## src/rtl/or1200_mon_pkg.sv

```systemverilog
// ----------------------------------------------------------------------------
// or1200_mon_pkg
// Shared definitions for the or1200 pipeline protocol monitor.
//   - Rule index constants, used both as bit positions in the violation
//     vectors and as the encoded value reported in the capture register.
//   - The delay-slot tracking FSM state type.
//   - A helper that picks the lowest-indexed rule out of a hit vector.
// ----------------------------------------------------------------------------
package or1200_mon_pkg;

   localparam int NUM_RULES = 4;

   localparam int R_FREEZE = 0;
   localparam int R_DSLOT  = 1;
   localparam int R_FLUSH  = 2;
   localparam int R_DSTO   = 3;

   typedef enum logic {
      IDLE = 1'b0,
      WAIT = 1'b1
   } ds_state_e;

   // When several rules fire in the same cycle, the capture register reports
   // the lowest-indexed one, so scan from the top down and let lower indices
   // overwrite higher ones.
   function automatic logic [1:0] lowest_rule(input logic [NUM_RULES-1:0] hits);
      lowest_rule = 2'd0;
      for (int r = NUM_RULES - 1; r >= 0; r--) begin
         if (hits[r]) begin
            lowest_rule = 2'(r);
         end
      end
   endfunction

endpackage

```

## src/rtl/or1200_sat_cnt.sv

```systemverilog
// ----------------------------------------------------------------------------
// or1200_sat_cnt
// Saturating event counter used once per monitor rule.
// Ports:
//   clk   - clock, rising edge
//   rst   - asynchronous reset, active-high
//   clr   - synchronous clear; an inc in the same cycle still counts, so the
//           counter lands on 1 rather than 0
//   inc   - count one event this cycle
//   count - current value, sticks at all-ones instead of wrapping
// ----------------------------------------------------------------------------
module or1200_sat_cnt #(
   parameter int WIDTH = 8
) (
   input  logic             clk,
   input  logic             rst,
   input  logic             clr,
   input  logic             inc,
   output logic [WIDTH-1:0] count
);

   // Clear has priority over the held value but not over a coincident event,
   // so an event arriving with clr is the first one counted after the clear.
   always_ff @(posedge clk or posedge rst) begin
      if (rst) begin
         count <= '0;
      end else if (clr) begin
         count <= inc ? WIDTH'(1) : '0;
      end else if (inc && (count != '1)) begin
         count <= count + WIDTH'(1);
      end
   end

endmodule

```

## src/rtl/or1200_pipe_monitor.sv

```systemverilog
// ----------------------------------------------------------------------------
// or1200_pipe_monitor
// Run-time checker for the or1200 control pipeline. Four protocol rules are
// evaluated every cycle; a rule detected in cycle t is reported in cycle t+1.
//   R0 freeze ordering   : a later stage frozen while the stage before it runs
//   R1 dslot clear       : dsi/nop flags of DS_STAGE must drop one cycle after
//                          an unfrozen dsi && !nop
//   R2 flush propagation : an unfrozen flush of stage i must void stage i in
//                          the following cycle
//   R3 delay-slot FSM    : a taken branch must retire its delay slot within
//                          DS_TIMEOUT cycles, and no branch may sit in a slot
// Ports:
//   clk, rst          - clock (rising edge), asynchronous active-high reset
//   en                - enables checking; low forces trackers idle
//   clr               - synchronous clear of sticky flags, counters, capture
//   stage_freeze/flush/void - per-stage pipeline control vectors
//   ds_dsi, ds_nop    - delay-slot flags of stage DS_STAGE
//   branch_taken      - branch taken in EX
//   ds_retire         - delay-slot instruction leaves EX
//   cur_pc            - PC associated with the detection cycle
//   viol              - one-cycle violation pulse per rule
//   viol_sticky       - sticky per-rule flags
//   viol_cnt          - saturating per-rule counters, rule r at [r*CNT_W +: CNT_W]
//   first_valid/first_rule/first_pc - violation capture register
//   irq               - registered OR of masked sticky flags
// ----------------------------------------------------------------------------
module or1200_pipe_monitor
   import or1200_mon_pkg::*;
#(
   parameter int           NUM_STAGES  = 4,
   parameter int           DS_STAGE    = 2,
   parameter int           DS_TIMEOUT  = 16,
   parameter int           CNT_W       = 8,
   parameter int           LATCH_FIRST = 1,
   parameter logic [3:0]   IRQ_MASK    = 4'b1111
) (
   input  logic                      clk,
   input  logic                      rst,
   input  logic                      en,
   input  logic                      clr,
   input  logic [NUM_STAGES-1:0]     stage_freeze,
   input  logic [NUM_STAGES-1:0]     stage_flush,
   input  logic [NUM_STAGES-1:0]     stage_void,
   input  logic                      ds_dsi,
   input  logic                      ds_nop,
   input  logic                      branch_taken,
   input  logic                      ds_retire,
   input  logic [31:0]               cur_pc,
   output logic [NUM_RULES-1:0]      viol,
   output logic [NUM_RULES-1:0]      viol_sticky,
   output logic [NUM_RULES*CNT_W-1:0] viol_cnt,
   output logic                      first_valid,
   output logic [1:0]                first_rule,
   output logic [31:0]               first_pc,
   output logic                      irq
);

   localparam logic [7:0] DS_LAST = 8'(DS_TIMEOUT - 1);

   logic [NUM_RULES-1:0]  det;
   logic [NUM_RULES-1:0]  sticky_next;
   logic                  r0_hit;
   logic                  r3_hit;
   logic                  ds_armed;
   logic [NUM_STAGES-1:0] flush_armed;
   ds_state_e             state;
   ds_state_e             state_next;
   logic [7:0]            ds_cnt;
   logic [7:0]            ds_cnt_next;

   // Freeze must spread from the early stages toward the later ones, so any
   // stage frozen while its predecessor keeps moving breaks ordering.
   assign r0_hit = |(stage_freeze[NUM_STAGES-1:1] & ~stage_freeze[NUM_STAGES-2:0]);

   // The R1 and R2 arm flags remember what happened last cycle so the
   // follow-up condition can be checked now; disabling drops them so nothing
   // stale fires when checking resumes.
   always_ff @(posedge clk or posedge rst) begin
      if (rst) begin
         ds_armed    <= 1'b0;
         flush_armed <= '0;
      end else begin
         ds_armed    <= en && !stage_freeze[DS_STAGE] && ds_dsi && !ds_nop;
         flush_armed <= en ? (stage_flush & ~stage_freeze) : '0;
      end
   end

   // Delay-slot tracker state register.
   always_ff @(posedge clk or posedge rst) begin
      if (rst) begin
         state  <= IDLE;
         ds_cnt <= 8'd0;
      end else begin
         state  <= state_next;
         ds_cnt <= ds_cnt_next;
      end
   end

   // Delay-slot tracker next state. A branch opens the wait window; the slot
   // retiring closes it. A fresh branch inside the window restarts it, and is
   // only legal when the slot retires in that very cycle. The timeout is
   // checked even while frozen, but the count only advances when the stage
   // feeding EX is moving, so stalls do not eat into the budget.
   always_comb begin
      state_next  = state;
      ds_cnt_next = ds_cnt;
      r3_hit      = 1'b0;
      if (!en) begin
         state_next  = IDLE;
         ds_cnt_next = 8'd0;
      end else begin
         case (state)
            IDLE: begin
               if (branch_taken) begin
                  state_next  = WAIT;
                  ds_cnt_next = 8'd0;
               end
            end
            WAIT: begin
               if (branch_taken) begin
                  ds_cnt_next = 8'd0;
                  r3_hit      = !ds_retire;
               end else if (ds_retire) begin
                  state_next  = IDLE;
                  ds_cnt_next = 8'd0;
               end else if (ds_cnt == DS_LAST) begin
                  r3_hit      = 1'b1;
                  state_next  = IDLE;
                  ds_cnt_next = 8'd0;
               end else if (!stage_freeze[NUM_STAGES-2]) begin
                  ds_cnt_next = ds_cnt + 8'd1;
               end
            end
            default: begin
               state_next  = IDLE;
               ds_cnt_next = 8'd0;
            end
         endcase
      end
   end

   // Gather this cycle's detections in rule-index order.
   always_comb begin
      det = '0;
      if (en) begin
         det[R_FREEZE] = r0_hit;
         det[R_DSLOT]  = ds_armed && (ds_dsi || ds_nop);
         det[R_FLUSH]  = |(flush_armed & ~stage_void);
         det[R_DSTO]   = r3_hit;
      end
      sticky_next = (clr ? '0 : viol_sticky) | det;
   end

   // Pulse, sticky flags and irq. irq is taken from the updated sticky value
   // so it rises on the same edge as the pulse that caused it.
   always_ff @(posedge clk or posedge rst) begin
      if (rst) begin
         viol        <= '0;
         viol_sticky <= '0;
         irq         <= 1'b0;
      end else begin
         viol        <= det;
         viol_sticky <= sticky_next;
         irq         <= |(sticky_next & IRQ_MASK);
      end
   end

   // Capture register. A clear empties it, but a detection in the clearing
   // cycle is loaded as if the register were already empty.
   always_ff @(posedge clk or posedge rst) begin
      if (rst) begin
         first_valid <= 1'b0;
         first_rule  <= 2'd0;
         first_pc    <= 32'd0;
      end else if (|det && (clr || (LATCH_FIRST == 0) || !first_valid)) begin
         first_valid <= 1'b1;
         first_rule  <= lowest_rule(det);
         first_pc    <= cur_pc;
      end else if (clr) begin
         first_valid <= 1'b0;
         first_rule  <= 2'd0;
         first_pc    <= 32'd0;
      end
   end

   // One saturating counter per rule.
   for (genvar r = 0; r < NUM_RULES; r++) begin : g_cnt
      or1200_sat_cnt #(
         .WIDTH (CNT_W)
      ) u_cnt (
         .clk   (clk),
         .rst   (rst),
         .clr   (clr),
         .inc   (det[r]),
         .count (viol_cnt[r*CNT_W +: CNT_W])
      );
   end

endmodule

```

## config.mk

```make
export PLATFORM = sky130hd
export DESIGN_NAME = or1200_pipe_monitor
export DESIGN_NICKNAME = d
export VERILOG_FILES = /design/src/rtl/or1200_mon_pkg.sv /design/src/rtl/or1200_sat_cnt.sv /design/src/rtl/or1200_pipe_monitor.sv
export SDC_FILE = /design/constraint.sdc
export NUM_CORES = 1
export LEC_CHECK = 0
export ABC_AREA = 1
export CAP_MARGIN = 20
export CORE_MARGIN = 2
export CORE_UTILIZATION = 39
export DETAILED_ROUTE_END_ITERATION = 7
export GPL_ROUTABILITY_DRIVEN = 0
export PLACE_DENSITY = 0.7
export SLEW_MARGIN = 20
export SYNTH_ARGS = -nofsm -noshare
export SYNTH_HDL_FRONTEND = slang
export SYNTH_SLANG_ARGS = --single-unit
```

## constraint.sdc

```tcl
create_clock -name clk -period 2.5 [get_ports clk]
set_input_delay 0.25 -clock clk [delete_from_list [all_inputs] [get_ports clk]]
set_output_delay 0.25 -clock clk [all_outputs]
set_load 0.03 [all_outputs]
```

# --- Yosys cells after proc, flatten, opt, wreduce, memory -nomap -nowiden ---
# Index checks and enable logic that the tools add are counted.
totals:
  regBits: 90
  inputBits: 52
  output_inout_bits: 76
  word_cells: 101
classes:
  n_addsub: 5
  n_eq_ne: 7
  n_mux: 42
  bitwise: 8
  n_reduce_logical: 25
ops:
  columns: ["operator", "count"]
  rows:
  - ["8-bit 2-to-1 mux", 14]
  - ["32-bit 2-to-1 mux", 2]
  - ["8-bit by 1-bit adder with 8-bit output (second input constant)", 5]
  - ["8-bit != test (second input constant)", 4]
  - ["8-bit one-hot mux with 2 select lines", 1]
  - ["1-bit 2-to-1 mux", 15]
  - ["2-bit 2-to-1 mux", 6]
  - ["4-bit 2-to-1 mux", 3]
  - ["4-bit OR reduction", 3]
  - ["2-bit nonzero test", 5]
  - ["1-bit logical AND", 9]
  - ["4-bit AND", 2]
  - ["8-bit by 4-bit == test with 1-bit output (second input constant)", 1]
  - ["4-bit inverter", 2]
  - ["6-bit by 5-bit != test with 1-bit output (second input constant)", 1]
  - ["1-bit zero test", 4]
  - ["4-bit bitwise OR", 1]
  - ["3-bit AND", 1]
  - ["3-bit != test (second input constant)", 1]
  - ["3-bit inverter", 1]
  - ["3-bit OR reduction", 1]
  - ["1-bit logical OR", 2]
  - ["1-bit one-hot mux with 2 select lines", 1]
  - ["2-bit AND reduction", 1]
  - ["1-bit inverter", 1]

# --- Logic depth before layout (Yosys ltp) ---
# Gate-level depths: netlist of run 1.
depth:
  depth_word: 11
  depth_mapped: 11
  ltp_nobuf: 11

# --- By module ---
# Synthesis of run 1 repeated with hierarchy kept, for this count alone.
unflattened:
  hier_cells: 554
  hier_area_um2: 4453.0
modules_own_cells:
  columns: ["mod", "instances", "cells_each", "area_per_inst_um2", "seq_area_each_um2"]
  rows:
  - ["or1200_pipe_monitor", 1, 274, 2466.1, 1451.4]
  - ["or1200_sat_cnt", 4, 70, 496.7, 200.2]

# --- Worst setup path before layout of run 1 ---
# Ideal clock, no wire load.
synth_path:
  kind: "reg-to-reg"
  start: "register g_cnt[1].u_cnt.count[0]"
  end: "register g_cnt[1].u_cnt.count[4]"
  setup_ps: 95
  arrival_ps: 1663
  required_ps: 2405
  path_slack_ps: 741
  path_stages_with_launch: 11
  path_buffers: 1
  synth_period_minus_slack_ps: 1759
  cell_sequence: "dfrtp_1 -> ha_1 -> nand3_2 -> nor2_2 -> nand2_1 -> o21ai_4 -> nand2_1 -> inv_2 -> buf_6 -> nand2_1 -> o31ai_1"
synth_between:
  elab_chain_cells: 3
  elab_cells_between_ends: 6
  cone_classes: "add/sub (1); eq/ne (1); mux (2); reduce/logical (2)"
synth_rtl:
  columns: ["element", "line_no", "rtl"]
  rows:
  - ["start, declared", "or1200_sat_cnt.sv:19", "output logic [WIDTH-1:0] count"]
  - ["start signal, assigned", "or1200_sat_cnt.sv:28", "count <= inc ? WIDTH'(1) : '0;"]
  - ["start signal, assigned", "or1200_sat_cnt.sv:30", "count <= count + WIDTH'(1);"]
  - ["8-bit by 1-bit adder with 8-bit output / 8-bit != test (equally long branches)", "or1200_sat_cnt.sv:30, or1200_sat_cnt.sv:29", null]
  - ["8-bit 2-to-1 mux / 1-bit logical AND (equally long branches)", "or1200_sat_cnt.sv:29", "end else if (inc && (count != '1)) begin"]
  - ["8-bit 2-to-1 mux / 2-bit nonzero test (equally long branches)", null, null]
# Several ways; a longest one is shown, not always the timed one. The select of a mux whose other input is x is not followed.
# A chain may end at the register's enable or synchronous reset.

# --- Final worst setup path of run 1 ---
layout_path:
  start: "input port en"
  end: "register first_pc[5]"
layout_between:
  elab_chain_cells: 4
  elab_cells_between_ends: 5
  cone_classes: "mux (2); reduce/logical (3)"
layout_rtl:
  columns: ["element", "line_no", "rtl"]
  rows:
  - ["start, declared", "or1200_pipe_monitor.sv:39", "input logic en,"]
  - ["4-bit 2-to-1 mux *", "or1200_pipe_monitor.sv:145", "if (en) begin"]
  - ["4-bit OR reduction *", "or1200_pipe_monitor.sv:175", "end else if (|det && (clr || (LATCH_FIRST == 0) || !first_valid)) begin"]
  - ["1-bit logical AND *", "or1200_pipe_monitor.sv:175", null]
  - ["32-bit 2-to-1 mux / 2-bit nonzero test (equally long branches)", null, null]
  - ["end signal, assigned", "or1200_pipe_monitor.sv:178", "first_pc <= cur_pc;"]
  - ["end, declared", "or1200_pipe_monitor.sv:54", "output logic [31:0] first_pc,"]
# Every way passes the cells marked *; elsewhere a longest branch is shown, timed or not.

==> flow_summary.json, run 1 <==
{
  "path_cells": "clkdlybuf4s50_1 > inv_2 > nor3_2 > nand2_2 > nand3_2 > nand2_4 > inv_4 > nand2_1 > nand2_1",
  "drt_pre_antenna_iters": 5,
  "start_util_pct": 40.2,
  "synth-seq-cells": 90,
  "final_critical_path_setup_slack_ns": 0.639,
  "cts_tree": "yes",
  "period_needed_ns": 1.86,
  "synth-compound-area-share_pct": 5.38,
  "seqPwrFrac_pct": 43.2,
  "yosysWarnings": 0,
  "ys_types": 35,
  "tns_ns": 0,
  "synth.area.top_cells": "dfrtp_1 51%, nand2_1 14%, nand3_1 10%",
  "dieArea_sq_mm": 0.0121,
  "finalSetupViolCount": 0,
  "min_path_type": "primary input to asynchronous set/reset pin",
  "worst_path_largest_cell_delay_ns": 0.71,
  "drive_gt1_share_pct": 6.77,
  "avgRoutedWirePerCell_microns": 13.4,
  "drt_wl_total_microns": 10800,
  "post_cts_buffers": 0,
  "dp_hpwl_microns": 7840,
  "slew_headroom_pct": 66.9,
  "synth-xor-area-share_pct": 2.79,
  "cpMostUsedCell": "nand2_1",
  "synthCells": 535,
  "synth-simple-area-share_pct": 32.2,
  "synthesis.area_sq_mm": 0.00439,
  "viasPerCell": 4.94,
  "synthToLayoutAreaGrowth_pct": 38.8,
  "cts_buffers": 9,
  "max-cap-violations": 0,
  "path_max_fanout": 33,
  "path_depth": 9,
  "num_vias": 3977,
  "synth_nets": 592,
  "syn_avg_cell_area_sq_um": 8.21,
  "r2r_cells": 10,
  "n_antenna_cell": 0,
  "ir_worst_vdd_mv": 0.328,
  "switching_share_pct": 29.7,
  "comb_power_share_pct": 20.6,
  "outcome": "completed",
  "placed_area_sq_mm": 0.00580,
  "ys_seq_area_share_pct": 51.3,
  "filler_cell_count": 1001,
  "yosys.area.top_type_share_pct": 51.3,
  "ant_nets": 0,
  "power.internal_mw": 2.66,
  "crit_buf_inv": 3,
  "insertion_delay_ns": 0.33,
  "synthMuxAreaShare_pct": 0,
  "reg2reg_from": "g_cnt[3].u_cnt.count[0]",
  "max_freq_ghz": 0.537,
  "final_cell_mix": "169 x nand2_1, 127 x clkdlybuf4s50_1, 90 x dfrtp_1",
  "grt_antenna_before_repair": 0,
  "fin_area_sq_mm": 0.00610,
  "core_area_sq_mm": 0.0109,
  "p_sw_mw": 1.12,
  "final_util_pct": 55.8,
  "cts.reportedPaths.clkPinSlew_ns": 0.07,
  "cpMaxStageDelayCell": "clkdlybuf4s50_1",
  "grt_max_degree": 61,
  "fin_crit_sh_pct": 74.4,
  "postCtsResizedCells": 0,
  "final-hold-violation-count": 0,
  "port-buffer-count": 127,
  "layout_commonest_cell": "nand2_1",
  "drtIter0Drc": 202,
  "num_io_pins": 128,
  "cp-start-kind": "primary input",
  "die_h_microns": 110,
  "cpLargestDelayFamily": "buffers and inverters",
  "worst_pin_slew_ns": 0.495,
  "rows": 38,
  "r2r-end": "g_cnt[3].u_cnt.count[4]",
  "yosys.area.top_type": "dfrtp_1",
  "r2r_setup_slack_ns": 0.67,
  "die_w_microns": 110,
  "grt_pass1_wl_microns": 18000,
  "synth_top_family_by_area": "simple AND/OR/NAND/NOR gates",
  "worst_setup_path_end_kind": "flip-flop",
  "report.final.slew_viol_count": 0,
  "powerDensity_mw_per_mm2": 620,
  "pre_cts_ws_ns": 0.285,
  "grt_pass1_vias": 3767,
  "cts_buffer_depth": 2,
  "rsz0062_at_grt": "no",
  "grt_usage_pct": 18.8,
  "crit_required_ns": 2.77,
  "synth_fa_ha_area_share_pct": 1.42,
  "critPathKind": "primary input to flip-flop",
  "hold_buffers": 0,
  "p_clk_share_pct": 36.2,
  "p_leak_nw": 2.91,
  "nets": 718,
  "drc": 0,
  "htreeDepth": 3,
  "grt-ovfl-total": 0,
  "cts_sinks": 90,
  "clock-skew-final_ns": 0.00657,
  "root_buffer": "clkbuf_16",
  "cp.arrival_ns": 2.13
}
## cells by family (layout without fill, tap and decap cells)
logic type               count (synthesis)  after routing
AND/OR/NAND/NOR                        322            322
adder cells (fa/ha/maj)                  5              5
flip-flops                              90             90
XOR/XNOR                                14             14
buffers and inverters                   66            196
AO/OA/AOI/OAI                           38             38
## synthesized netlist by cell type
| master | count |
|---|---|
| clkbuf_1 | 6 |
| a21o_1 | 1 |
| ha_1 | 5 |
| nor2_2 | 3 |
| o21a_1 | 1 |
| nand3_1 | 89 |
| nor2_1 | 33 |
| o21ai_1 | 3 |
| inv_2 | 3 |
| nand2_4 | 1 |
| nor3_1 | 7 |
| nand4_1 | 8 |
| o21ai_0 | 13 |
| xor2_1 | 10 |
| nand3_2 | 3 |
| inv_1 | 42 |
| o21ai_2 | 2 |
| o21ai_4 | 1 |
| a21oi_1 | 8 |
| or2_2 | 2 |
| buf_6 | 5 |
| inv_4 | 1 |
| nor3_2 | 1 |
| nor2_4 | 1 |
| nand2_2 | 3 |
| buf_4 | 3 |
| buf_1 | 3 |
| nand2_1 | 169 |
| nor3b_1 | 2 |
| xnor2_1 | 4 |
| buf_2 | 3 |
| o31ai_1 | 6 |
| o21bai_1 | 1 |
| dfrtp_1 | 90 |
| o211ai_1 | 2 |
## stage by stage
step           instances  hold slack, ns  total power, mW
5_1_grt              805           0.329             3.95
2_1_floorplan        535           0.316             2.09
6_report             805           0.290             3.78
3_5_place_dp         790           0.489             2.44
3_3_place_gp         790           0.485             2.44
4_1_cts              805           0.298             3.81
## how the worst max path moves through the flow
stage	from	end
global placement	en	first_pc[17]
floorplan	g_cnt[1].u_cnt.count[0]	g_cnt[1].u_cnt.count[4]
global route	g_cnt[3].u_cnt.count[0]	g_cnt[3].u_cnt.count[4]
CTS	en	first_rule[0]
finish	en	first_pc[5]
detailed placement	en	first_pc[8]
## power groups by stage
stage	registers [mW]	logic [mW]	clock network, mW
after floorplan	1.84	0.249	0
after global placement	1.66	0.777	0
after detailed placement	1.66	0.787	0
after CTS	1.63	0.788	1.39
after global routing	1.65	0.845	1.46
final	1.63	0.777	1.37
## cell type report
class / instances / area (sq um) / area share (%)
Clock inverter: 6 / 72.6 / 1.19
Inverter: 46 / 179 / 2.93
Tap cell: 140 / 175 / 2.87
Timing Repair Buffer: 135 / 1360 / 22.2
Multi-Input combinational cell: 379 / 1840 / 30.1
Clock buffer: 9 / 225 / 3.69
Sequential cell: 90 / 2250 / 36.9
## metal layers
metal  vias up  GRT usage (%)  routed length (microns)
met5         -              0                        0
met4         0           5.27                       82
met3         7           2.94                      624
met2       129           30.6                     5100
met1      1858           26.0                     4990
li1       1983              -                        -
## flip-flops by register name, indices dropped and copies added (netlist names), 2 cells and up
name,flops
first_pc,32
g_cnt.u_cnt.count,32
ds_cnt,8
flush_armed,4
viol,4
viol_sticky,4
first_rule,2
## worst register-to-register path, cell delays in order (launching register included)
cell	delay (ns)
dfrtp_1	0.42
ha_1	0.22
nand2_1	0.06
inv_1	0.07
nand4_1	0.12
nor2_1	0.15
inv_1	0.09
o21ai_2	0.34
nand2_1	0.12
nand2_1	0.09
nand2_1	0.04
Power figures use the tool's default switching activity.
==> run 2: changes to the inputs <==
--- a/config.mk
+++ b/config.mk
@@ -11,7 +11,7 @@
 export CORE_UTILIZATION = 39
 export DETAILED_ROUTE_END_ITERATION = 7
 export GPL_ROUTABILITY_DRIVEN = 0
-export PLACE_DENSITY = 0.7
+export PLACE_DENSITY = 0.68
 export SLEW_MARGIN = 20
 export SYNTH_ARGS = -nofsm -noshare
 export SYNTH_HDL_FRONTEND = slang
==> constraint.sdc (replaced) <==
create_clock -name clk -period 1.92 [get_ports clk]
set_input_delay 0.192 -clock clk [delete_from_list [all_inputs] [get_ports clk]]
set_output_delay 0.192 -clock clk [all_outputs]
set_load 0.03 [all_outputs]
==> run 2 against run 1 <==
Hold slack worse by 0.14 ns. Core utilization is 0.81 points higher. Setup slack worse by 0.51 ns. Sequential share of layout area is 0.51 points lower. Final cell count is 1.7% higher. Clock power is 16% higher. Combinational power is 36% higher. First-iteration DRC count is 0.99% lower. Non-clock buffer count is 13 higher. Largest cell class unchanged. Total power is 26% higher. Flip-flop and latch count stayed put. Clock skew is 0.0011 ns higher.
==> flow_summary.json, run 2 (synthesis results as in run 1) <==
{
  "powerDensity_mw_per_mm2": 771,
  "grt_max_degree": 41,
  "ir_worst_vdd_mv": 0.381,
  "grt_pass1_vias": 3992,
  "r2r_cells": 10,
  "grt-ovfl-total": 0,
  "rsz0062_at_grt": "yes",
  "layout_commonest_cell": "nand2_1",
  "min_path_type": "primary input to asynchronous set/reset pin",
  "root_buffer": "clkbuf_16",
  "avgRoutedWirePerCell_microns": 13.5,
  "crit_required_ns": 2.15,
  "cp-start-kind": "flip-flop",
  "cts_sinks": 90,
  "max_freq_ghz": 0.559,
  "start_util_pct": 40.2,
  "filler_cell_count": 1000,
  "grt_pass1_wl_microns": 18200,
  "startpoint": "g_cnt[3].u_cnt.count[0]",
  "path_max_fanout": 9,
  "fin_area_sq_mm": 0.00619,
  "grt_usage_pct": 19.3,
  "port-buffer-count": 127,
  "cts_buffer_depth": 2,
  "p_clk_share_pct": 33.4,
  "hold_ws_ns": 0.152,
  "r2r_setup_slack_ns": 0.13,
  "p_sw_mw": 1.43,
  "path_depth": 10,
  "cts_tree": "yes",
  "dieArea_sq_mm": 0.0121,
  "cpMostUsedCell": "nand2_1",
  "drc": 0,
  "comb_power_share_pct": 22.3,
  "htreeDepth": 3,
  "ant_nets": 0,
  "worst_pin_slew_ns": 0.391,
  "max-cap-violations": 0,
  "nets": 731,
  "core_area_sq_mm": 0.0109,
  "cts.reportedPaths.clkPinSlew_ns": 0.07,
  "reg2reg_from": "g_cnt[3].u_cnt.count[0]",
  "cpMaxStageDelayCell": "dfrtp_1",
  "report.final.slew_viol_count": 0,
  "final_cell_mix": "168 x nand2_1, 127 x clkdlybuf4s50_1, 89 x nand3_1, 89 x dfrtp_1, 41 x inv_1",
  "drive_gt1_share_pct": 8.84,
  "die_w_microns": 110,
  "period_needed_ns": 1.79,
  "worst_path_largest_cell_delay_ns": 0.42,
  "slew_headroom_pct": 74.0,
  "viasPerCell": 4.93,
  "final-hold-violation-count": 0,
  "insertion_delay_ns": 0.34,
  "n_antenna_cell": 0,
  "ff_latch_area_sq_mm": 0.00225,
  "clock-skew-final_ns": 0.00765,
  "cts_buffers": 9,
  "cp.arrival_ns": 2.02,
  "num_vias": 4041,
  "fin_crit_sh_pct": 93.2,
  "endpoint": "g_cnt[3].u_cnt.count[4]",
  "crit_buf_inv": 2,
  "p_leak_nw": 2.98,
  "critPathKind": "flip-flop to flip-flop",
  "dp_hpwl_microns": 8180,
  "power.internal_mw": 3.34,
  "placed_area_sq_mm": 0.00591,
  "switching_share_pct": 30.0,
  "path_cells": "ha_1 > nand2_1 > inv_1 > nand4_1 > nor2_1 > inv_1 > o21ai_4 > nand2_1 > nand2_1 > nand2_1",
  "seqPwrFrac_pct": 44.4,
  "rows": 38,
  "synthToLayoutAreaGrowth_pct": 40.8,
  "reg_top3": "first_pc: 32 flops, g_cnt.u_cnt.count: 32 flops, ds_cnt: 8 flops",
  "final_critical_path_setup_slack_ns": 0.131,
  "drt_wl_total_microns": 11000,
  "num_io_pins": 128,
  "pre_cts_ws_ns": 0.0254,
  "cpLargestDelayFamily": "simple AND/OR/NAND/NOR gates",
  "finalSetupViolCount": 0,
  "r2r-end": "g_cnt[3].u_cnt.count[4]",
  "die_h_microns": 110,
  "drt_pre_antenna_iters": 4,
  "outcome": "completed",
  "worst_setup_path_end_kind": "flip-flop",
  "grt_antenna_before_repair": 0,
  "drtIter0Drc": 200,
  "multi_input_area_sq_mm": 0.00185
}
[run 2: how the worst min path moves through the flow]
stage | from | to | cells past startpoint
finish | rst | first_rule[0] | 2
global route | rst | first_rule[1] | 2
floorplan | stage_freeze[0] | flush_armed[0] | 1
CTS | rst | first_rule[0] | 2
global placement | first_pc[11] | first_pc[11] | 2
detailed placement | viol_sticky[2] | viol_sticky[2] | 2
[run 2: stage by stage]
| stage | utilization (%) | cells | total power [mW] | setup TNS (ns) |
|---|---|---|---|---|
| 3_5_place_dp | 54.1 | 803 | 3.22 | 0 |
| 2_1_floorplan | - | 535 | 2.72 | 0 |
| 5_1_grt | 56.6 | 819 | 5.00 | -0.0215 |
| 6_report | 56.6 | 819 | 4.77 | 0 |
| 4_1_cts | 56.5 | 819 | 4.82 | 0 |
| 3_3_place_gp | 54.1 | 803 | 3.21 | 0 |
[run 2: per-layer routing]
layer	vias up	wire length, microns	part of all wire (%)	GRT usage [%]
li1	2010	-	-	-
met1	1891	4860	44	24.2
met2	124	5320	48	32.3
met3	16	670	6.1	4.12
met4	0	182	1.6	7.77
met5	-	0	0	0
[run 2: power by group through the flow]
stage | clock [mW] | combinational, mW | sequential [mW]
after floorplan | 0 | 0.324 | 2.40
after global routing | 1.72 | 1.15 | 2.13
after global placement | 0 | 1.06 | 2.15
final | 1.59 | 1.06 | 2.12
after detailed placement | 0 | 1.07 | 2.15
after CTS | 1.62 | 1.08 | 2.12
[run 2: final cells by class]
type	instances	share of cell area [%]
tap	140	2.83
inverter	46	2.93
clock buffer	10	3.70
multi-input combinational	379	29.9
clock inverter	6	0.546
timing repair buffer	148	23.7
sequential	90	36.4
[run 2: what timing repair did]
action | in CTS | in global routing
buffers inserted | 0 | 0
setup endpoints to repair | 0 | 7
resized for setup | 0 | 4
hold buffers | 0 | 0
[run 2: worst reg2reg max path: cells and delay by family (launching register included)]
kind	cells	cell delay, ns
DFF	1	0.42
adders and majority gates	1	0.22
and+or+nand+nor	6	0.61
AOI/OAI and AO/OA	1	0.25
buffers and inverters	2	0.18
==> run 3: changes to the inputs <==
--- a/config.mk
+++ b/config.mk
@@ -6,7 +6,7 @@
 export NUM_CORES = 1
 export LEC_CHECK = 0
 export ABC_AREA = 1
-export CAP_MARGIN = 20
+export CAP_MARGIN = 5
 export CORE_MARGIN = 2
 export CORE_UTILIZATION = 39
 export DETAILED_ROUTE_END_ITERATION = 7
==> results of run 3 <==
The final DEF is identical to that of run 2; final timing and power are the same.
